--- config.mk ---
export PLATFORM = sky130hd
export DESIGN_NAME = rib_arb
export DESIGN_NICKNAME = d
export VERILOG_FILES = /design/src/rtl/rib_arb.sv
export SDC_FILE = /design/constraint.sdc
export NUM_CORES = 1
export LEC_CHECK = 0
export ABC_AREA = 1
export CAP_MARGIN = 0
export CORE_AREA = 5 5 168 170
export DETAILED_ROUTE_END_ITERATION = 7
export DIE_AREA = 0 0 173 175
export GPL_TIMING_DRIVEN = 1
export SYNTH_ARGS = -nofsm -noshare
export SYNTH_HDL_FRONTEND = slang
export SYNTH_SLANG_ARGS = --single-unit
--- constraint.sdc ---
create_clock -name clk -period 3.7 [get_ports clk]
set_input_delay 0.555 -clock clk [delete_from_list [all_inputs] [get_ports clk]]
set_output_delay 0.555 -clock clk [all_outputs]
set_load 0.02 [all_outputs]
--- src/rtl/rib_arb.sv ---
// rib_arb: three-master, four-slave bus arbiter. Masters are granted by fixed
// priority (m0 > m1 > m2). Each transaction is latched at grant, forwarded to
// the slave selected by addr[29:28], and closed by a single-cycle ack. An ack
// timeout, or an address outside the slave window, closes the transaction with
// zero data and an error pulse.
module rib_arb #(
    parameter int unsigned TIMEOUT = 16
) (
    input  logic         clk,
    input  logic         rst,
    input  logic [2:0]   m_req_i,
    input  logic [2:0]   m_we_i,
    input  logic [95:0]  m_addr_i,
    input  logic [95:0]  m_data_i,
    output logic [31:0]  m_data_o,
    output logic [2:0]   m_ack_o,
    output logic [3:0]   s_req_o,
    output logic         s_we_o,
    output logic [31:0]  s_addr_o,
    output logic [31:0]  s_data_o,
    input  logic [127:0] s_data_i,
    input  logic [3:0]   s_ack_i,
    output logic         hold_flag_o,
    output logic         timeout_err_o
);

    localparam int unsigned DW    = 32;
    localparam int unsigned CNT_W = (TIMEOUT > 1) ? $clog2(TIMEOUT) : 1;

    typedef enum logic [1:0] {
        ST_IDLE = 2'd0,
        ST_REQ  = 2'd1,
        ST_RESP = 2'd2
    } state_t;

    state_t           state_q, state_d;
    logic [1:0]       id_q, id_d;
    logic [1:0]       sel_q, sel_d;
    logic             we_q, we_d;
    logic [DW-1:0]    addr_q, addr_d;
    logic [DW-1:0]    wdata_q, wdata_d;
    logic [CNT_W-1:0] cnt_q, cnt_d;
    logic [DW-1:0]    m_data_q, m_data_d;
    logic [2:0]       m_ack_q, m_ack_d;
    logic [3:0]       s_req_q, s_req_d;
    logic             err_q, err_d;

    logic [1:0]       gnt_id;
    logic [DW-1:0]    gnt_addr;

    // Fixed-priority grant and selection of the winning master's address
    always_comb begin
        gnt_id = 2'd2;
        if (m_req_i[0]) begin
            gnt_id = 2'd0;
        end else if (m_req_i[1]) begin
            gnt_id = 2'd1;
        end
        gnt_addr = m_addr_i[{gnt_id, 5'd0} +: DW];
    end

    // Next-state and next-output logic for the transaction FSM
    always_comb begin
        state_d  = state_q;
        id_d     = id_q;
        sel_d    = sel_q;
        we_d     = we_q;
        addr_d   = addr_q;
        wdata_d  = wdata_q;
        cnt_d    = cnt_q;
        m_data_d = m_data_q;
        m_ack_d  = 3'b000;
        s_req_d  = 4'b0000;
        err_d    = 1'b0;

        case (state_q)
            ST_IDLE: begin
                if (m_req_i != 3'b000) begin
                    id_d    = gnt_id;
                    we_d    = m_we_i[gnt_id];
                    addr_d  = {4'h0, gnt_addr[27:0]};
                    wdata_d = m_data_i[{gnt_id, 5'd0} +: DW];
                    sel_d   = gnt_addr[29:28];
                    cnt_d   = '0;
                    if (gnt_addr[31:30] != 2'b00) begin
                        // Outside the slave window: answer immediately with an error
                        state_d  = ST_RESP;
                        m_ack_d  = 3'b001 << gnt_id;
                        m_data_d = '0;
                        err_d    = 1'b1;
                    end else begin
                        state_d = ST_REQ;
                        s_req_d = 4'b0001 << gnt_addr[29:28];
                    end
                end
            end
            ST_REQ: begin
                if (s_ack_i[sel_q]) begin
                    state_d  = ST_RESP;
                    m_ack_d  = 3'b001 << id_q;
                    m_data_d = we_q ? '0 : s_data_i[{sel_q, 5'd0} +: DW];
                end else if (cnt_q == CNT_W'(TIMEOUT - 1)) begin
                    state_d  = ST_RESP;
                    m_ack_d  = 3'b001 << id_q;
                    m_data_d = '0;
                    err_d    = 1'b1;
                end else begin
                    cnt_d   = cnt_q + CNT_W'(1);
                    s_req_d = s_req_q;
                end
            end
            ST_RESP: begin
                state_d = ST_IDLE;
            end
            default: begin
                state_d = ST_IDLE;
            end
        endcase
    end

    // State and output registers with synchronous reset
    always_ff @(posedge clk) begin
        if (rst) begin
            state_q  <= ST_IDLE;
            id_q     <= '0;
            sel_q    <= '0;
            we_q     <= 1'b0;
            addr_q   <= '0;
            wdata_q  <= '0;
            cnt_q    <= '0;
            m_data_q <= '0;
            m_ack_q  <= '0;
            s_req_q  <= '0;
            err_q    <= 1'b0;
        end else begin
            state_q  <= state_d;
            id_q     <= id_d;
            sel_q    <= sel_d;
            we_q     <= we_d;
            addr_q   <= addr_d;
            wdata_q  <= wdata_d;
            cnt_q    <= cnt_d;
            m_data_q <= m_data_d;
            m_ack_q  <= m_ack_d;
            s_req_q  <= s_req_d;
            err_q    <= err_d;
        end
    end

    assign m_data_o      = m_data_q;
    assign m_ack_o       = m_ack_q;
    assign s_req_o       = s_req_q;
    assign s_we_o        = we_q;
    assign s_addr_o      = addr_q;
    assign s_data_o      = wdata_q;
    assign timeout_err_o = err_q;

    // Stall the core while its data or fetch port waits for completion
    assign hold_flag_o = (m_req_i[1] & ~m_ack_q[1]) | (m_req_i[2] & ~m_ack_q[2]);

endmodule
== Word-level counts from Yosys, hierarchy flattened ==
Cells that the tools add are included.
Storage, ports and cells
  bits in registers: 111
  output and inout bits: 106
Cells by class
  add/sub/neg operators: 1
  order comparisons: 2
  equal/unequal tests: 7
  shifts and indexed selects: 6
  muxes and demuxes: 36
  bitwise operators: 5
  reductions and logical operators: 8
Operator list (count)
  96-bit by 8-bit variable part select with 32-bit output: 2
  32-bit 2-to-1 mux: 5
  128-bit by 8-bit variable part select with 32-bit output: 1
  32-bit one-hot mux with 2 select lines: 1
  4-bit 2-to-1 mux: 7
  4-bit one-hot mux with 2 select lines: 2
  2-bit 2-to-1 mux: 6
  3-bit 2-to-1 mux: 4
  2-bit inequality test, second input constant: 4
  4-bit AND reduction: 2
  2-bit by 3-bit less-than comparator with 1-bit output, second input constant: 2
  1-bit 2-to-1 mux: 6
  3-bit one-hot mux with 2 select lines: 1
  1-bit by 2-bit << shifter with 3-bit output, first input constant: 2
  4-bit by 1-bit adder with 4-bit output, second input constant: 1
  1-bit binary-select mux with 2-bit select: 2
  4-bit equality test, second input constant: 1
  2-bit one-hot mux with 2 select lines: 1
  2-bit AND reduction: 2
  2-bit nonzero test: 2
  1-bit by 2-bit << shifter with 4-bit output, first input constant: 1
  3-bit inequality test, second input constant: 1
  3-bit nonzero test: 1
  1-bit AND: 2
  5 further kinds: 6

== Depth between registers and ports, before layout ==
  depth after elaboration: 7
  gate-level depth with buffers: 10

== Worst setup path before layout ==
OpenSTA, ideal clock, no wires.
  path kind: input to register
  from: input port rst
  to: register wdata_q[30] (netlist: s_data_o[30])
  library setup time: 74 ps
  arrival: 1472 ps
  path slack: 2154 ps
  stages: 6
  cells stage by stage: buf_2 -> inv_1 -> buf_2 -> buf_1 -> o21ai_0 -> a31oi_1
RTL lines
  start: declaration: RTL line 10  | input logic rst,
  end signal: assignment: RTL line 141  | wdata_q <= wdata_d;
  end: declaration: RTL line 41  | logic [DW-1:0] wdata_q, wdata_d;

== Worst setup path in the final report ==
  from: input port m_req_i[1]
  to: register m_data_q[5] (netlist: m_data_o[5])
On the way
  longest elaborated chain between the ends: 6
Ends and longest elaborated chain
  start: declaration: RTL line 11  | input logic [2:0] m_req_i,
  2-bit 2-to-1 mux: RTL line 56  | end else if (m_req_i[1]) begin
  2-bit 2-to-1 mux: RTL line 54  | if (m_req_i[0]) begin
  96-bit by 8-bit variable part select with 32-bit output: RTL line 59  | gnt_addr = m_addr_i[{gnt_id, 5'd0} +: DW];
  2-bit nonzero test: RTL line 85  | if (gnt_addr[31:30] != 2'b00) begin
  2-bit inequality test (no line)
  4-bit AND reduction (no line) *
  end signal: assignment: RTL line 143  | m_data_q <= m_data_d;
  end: declaration: RTL line 43  | logic [DW-1:0] m_data_q, m_data_d;
Mark *: on every way between the ends. The rest lies on a longest branch, timed or not.
A chain may end at the register's enable or synchronous reset.

==> flow_summary.ini <==
[logic_synthesis]
yosys-mux-area-fraction = 0
synth_top_family_by_area = simple AND/OR/NAND/NOR gates
syn_area_sq_mm = 0.00688
netlist_instances = 1140
synth_compound_area_frac = 0.143
synth_ff_type = dfxtp_1
yosys.cell_count.top_type = nand2_1
yosys.area_share.adder = 0.00182
synth_area_leaders = dfxtp_1, nand2_1, inv_1
synth_commonest_cells = nand2_1, inv_1, dfxtp_1, nand3_1, a41oi_1
ys_warn_count = 0
synth_simple_gate_area_share = 0.385
synth_seq_cells = 111
netlist.area_leader.share = 0.323
ys_seq_area_frac = 0.323
synth_largest_area_cell = dfxtp_1
synth-xor-area-share = 0
synth_edf_count = 0
synth.avg_cell_area_sq_um = 6.03
synthArstFlopShare = 0
synth_cell_type_count = 29

[placement]
routabilityCongestion = 0.856
io_buffers = 433
placedCellCount = 1844
pre_cts_slack_ps = 618
dp_hpwl_mm = 24.7

[timing]
timing.final.max_slew_violations = 0
hold_viol_final = 0
setup_viol = 0
fmax_mhz = 372
rsz0062_at_grt = no
period_share = 0.726
tightest_slew_ps = 793
fin_skew_ps = 14.2
slew-limit-headroom = 0.470
finalWorstSetupSlack_ps = 1010
fin_crit_ps = 2690
worst_hold_slack_ps = 465
fin_setup_tns_ps = 0

[global_routing]
gr-usage-met3 = 0.0643
antenna_found_initial = 4
grt_max_degree = 131
grt_pass1_wl_mm = 49.3
grtUsageMet2 = 0.356
gr-usage-met1 = 0.235
track_usage = 0.202
grt.overflow.total = 0
grt_pass1_vias = 8640
grt.busiest_layer = met2

[clocking]
ctsHoldBuffers = 0
clock_latency_ps = 360
cts_resized = 0
clock_tree.buffer_depth = 2
clk_pin_slew_ps = 80
h-tree-depth = 3
cts_setup_buffers = 0
cts_tree = built
cts_made_buffers = 9
cts_root_buffer = clkbuf_16
cts_sinks = 111

[critical_path]
crit_arrival_ps = 2930
required_ps = 3950
r2r_cells = 7
critical-path-top-delay-family = simple AND/OR/NAND/NOR gates
max_stage_delay_ps = 490
worstSetupEndpointType = flop
path_buf_inv = 3
reg2reg_from = sel_q[1]
r2r_slack_ps = 1410
r2r_end = cnt_q[1]
start_kind = input port
cpMaxStageDelayCell = clkdlybuf4s50_1
worst-path-max-fanout = 33
worstPathCellList = clkdlybuf4s50_1 -> nor2_4 -> nand2_1 -> nand3_1 -> inv_1 -> nand3_2 -> buf_4 -> nand2_2 -> nand3_1 -> nand2_1
crit_type = in2reg

[drt]
post_drt_wl_per_cell_um = 17.3
drt_iter0_markers = 406
antenna_left = 0
dr_total_vias = 8687
viasPerCell = 4.66
first_pass_iters = 5
drc_errors = 0
wirelength_mm = 32.2

[floorplanning]
die_area_sq_mm = 0.0303
fp.dieH_um = 175
initial_core_util = 0.259
ioPinCount = 438
coreArea_sq_mm = 0.0266
die_w_um = 173
row_count = 60

[run_status]
status = finished, final reports clean

[cells_and_area]
nFillCells = 2814
nNetsFinal = 1847
stdcell_count = 1864
area_delta_synth_final_pct = 69.7
drive_gt1_frac = 0.0309

[min_path]
holdCritPathClass = reg2reg
holdPathEnd = s_req_o[3]
hold_depth = 2
hold_start = s_req_o[3]

[flow_run]
maxCapViolCount = 0

[power_and_ir_drop]
powerDensity_mw_per_mm2 = 328
vdd_ir_drop_max_mv = 0.221
cellLeakagePower_nw = 5.13
-- how the worst max path moves through the flow --
stage | from | endpoint | cells past startpoint
floorplan | rst | s_data_o[30] | 6
global placement | m_req_i[1] | m_data_o[25] | 10
detailed placement | m_req_i[1] | m_data_o[21] | 10
CTS | m_req_i[1] | m_data_o[21] | 10
global route | m_req_i[1] | m_data_o[24] | 10
finish | m_req_i[1] | m_data_o[5] | 10
-- where the power goes --
part           switching [mW]  internal [mW]
logic                   0.782          0.698
registers              0.0663           1.31
clock network           0.507          0.470
-- kinds of logic (layout without fill, tap and decap cells) --
logic type,after synthesis,in the layout
other,1,8
buffers and inverters,242,618
AO/OA/AOI/OAI,146,146
adder cells (fa/ha/maj),1,1
flip-flops,111,111
AND/OR/NAND/NOR,639,639
-- per-stage QoR --
stage	util	total power, mW	instance area [sq um]
2_1_floorplan	-	2.14	6890
3_3_place_gp	0.428	2.89	11400
3_5_place_dp	0.428	2.89	11400
4_1_cts	0.439	3.89	11700
5_1_grt	0.439	4.06	11700
6_report	0.439	3.83	11700
-- cell usage in the layout, fill, tap and decap left out, types with 2 or more instances in the layout --
cell type        count
inv_1              145
dfxtp_1            110
o21ai_1             32
a41oi_1             58
nand2_1            442
buf_12               2
a22oi_1              4
inv_2                5
o21ai_0             34
nand3_1            108
inv_6                2
o22ai_1              3
diode_2              4
a31oi_1              3
nor2_4               2
clkinv_2             2
nor2_1              43
nand4_1             39
clkdlybuf4s50_1    432
buf_4               15
clkbuf_16            9
a21oi_1              9
conb_1               4
-- layer usage --
| metal | up-vias | wire, um |
|---|---|---|
| met4 | 2 | 643 |
| met5 | - | 7 |
| met1 | 3882 | 13000 |
| li1 | 4425 | - |
| met3 | 31 | 2750 |
| met2 | 347 | 15700 |
-- area by class of cell --
class                      instances  area [sq um]  share of cell area
tap                              341           427              0.0366
sequential                       111          2220               0.190
multi-input combinational        790          3670               0.315
inverter                         152           574              0.0492
clock buffer                      10           229              0.0196
clock inverter                     6          55.1             0.00472
antenna                            4          10.0            0.000858
timing repair buffer             450          4480               0.384
-- worst register-to-register path, stage by stage (launching register included) --
cell     delay [ps]
dfxtp_1         710
inv_2            70
nand3_1         120
nand3_1         570
nand2_1         400
inv_1           120
o21ai_1         130
nor2_1           50
-- registers in the layout, summed over array words and instances (netlist names), 3 cells and up --
| name | count |
|---|---|
| s_addr_o | 28 |
| cnt_q | 4 |
| s_data_o | 32 |
| m_ack_o | 3 |
| m_data_o | 32 |
| s_req_o | 4 |
(Power assumes the default switching activity.)
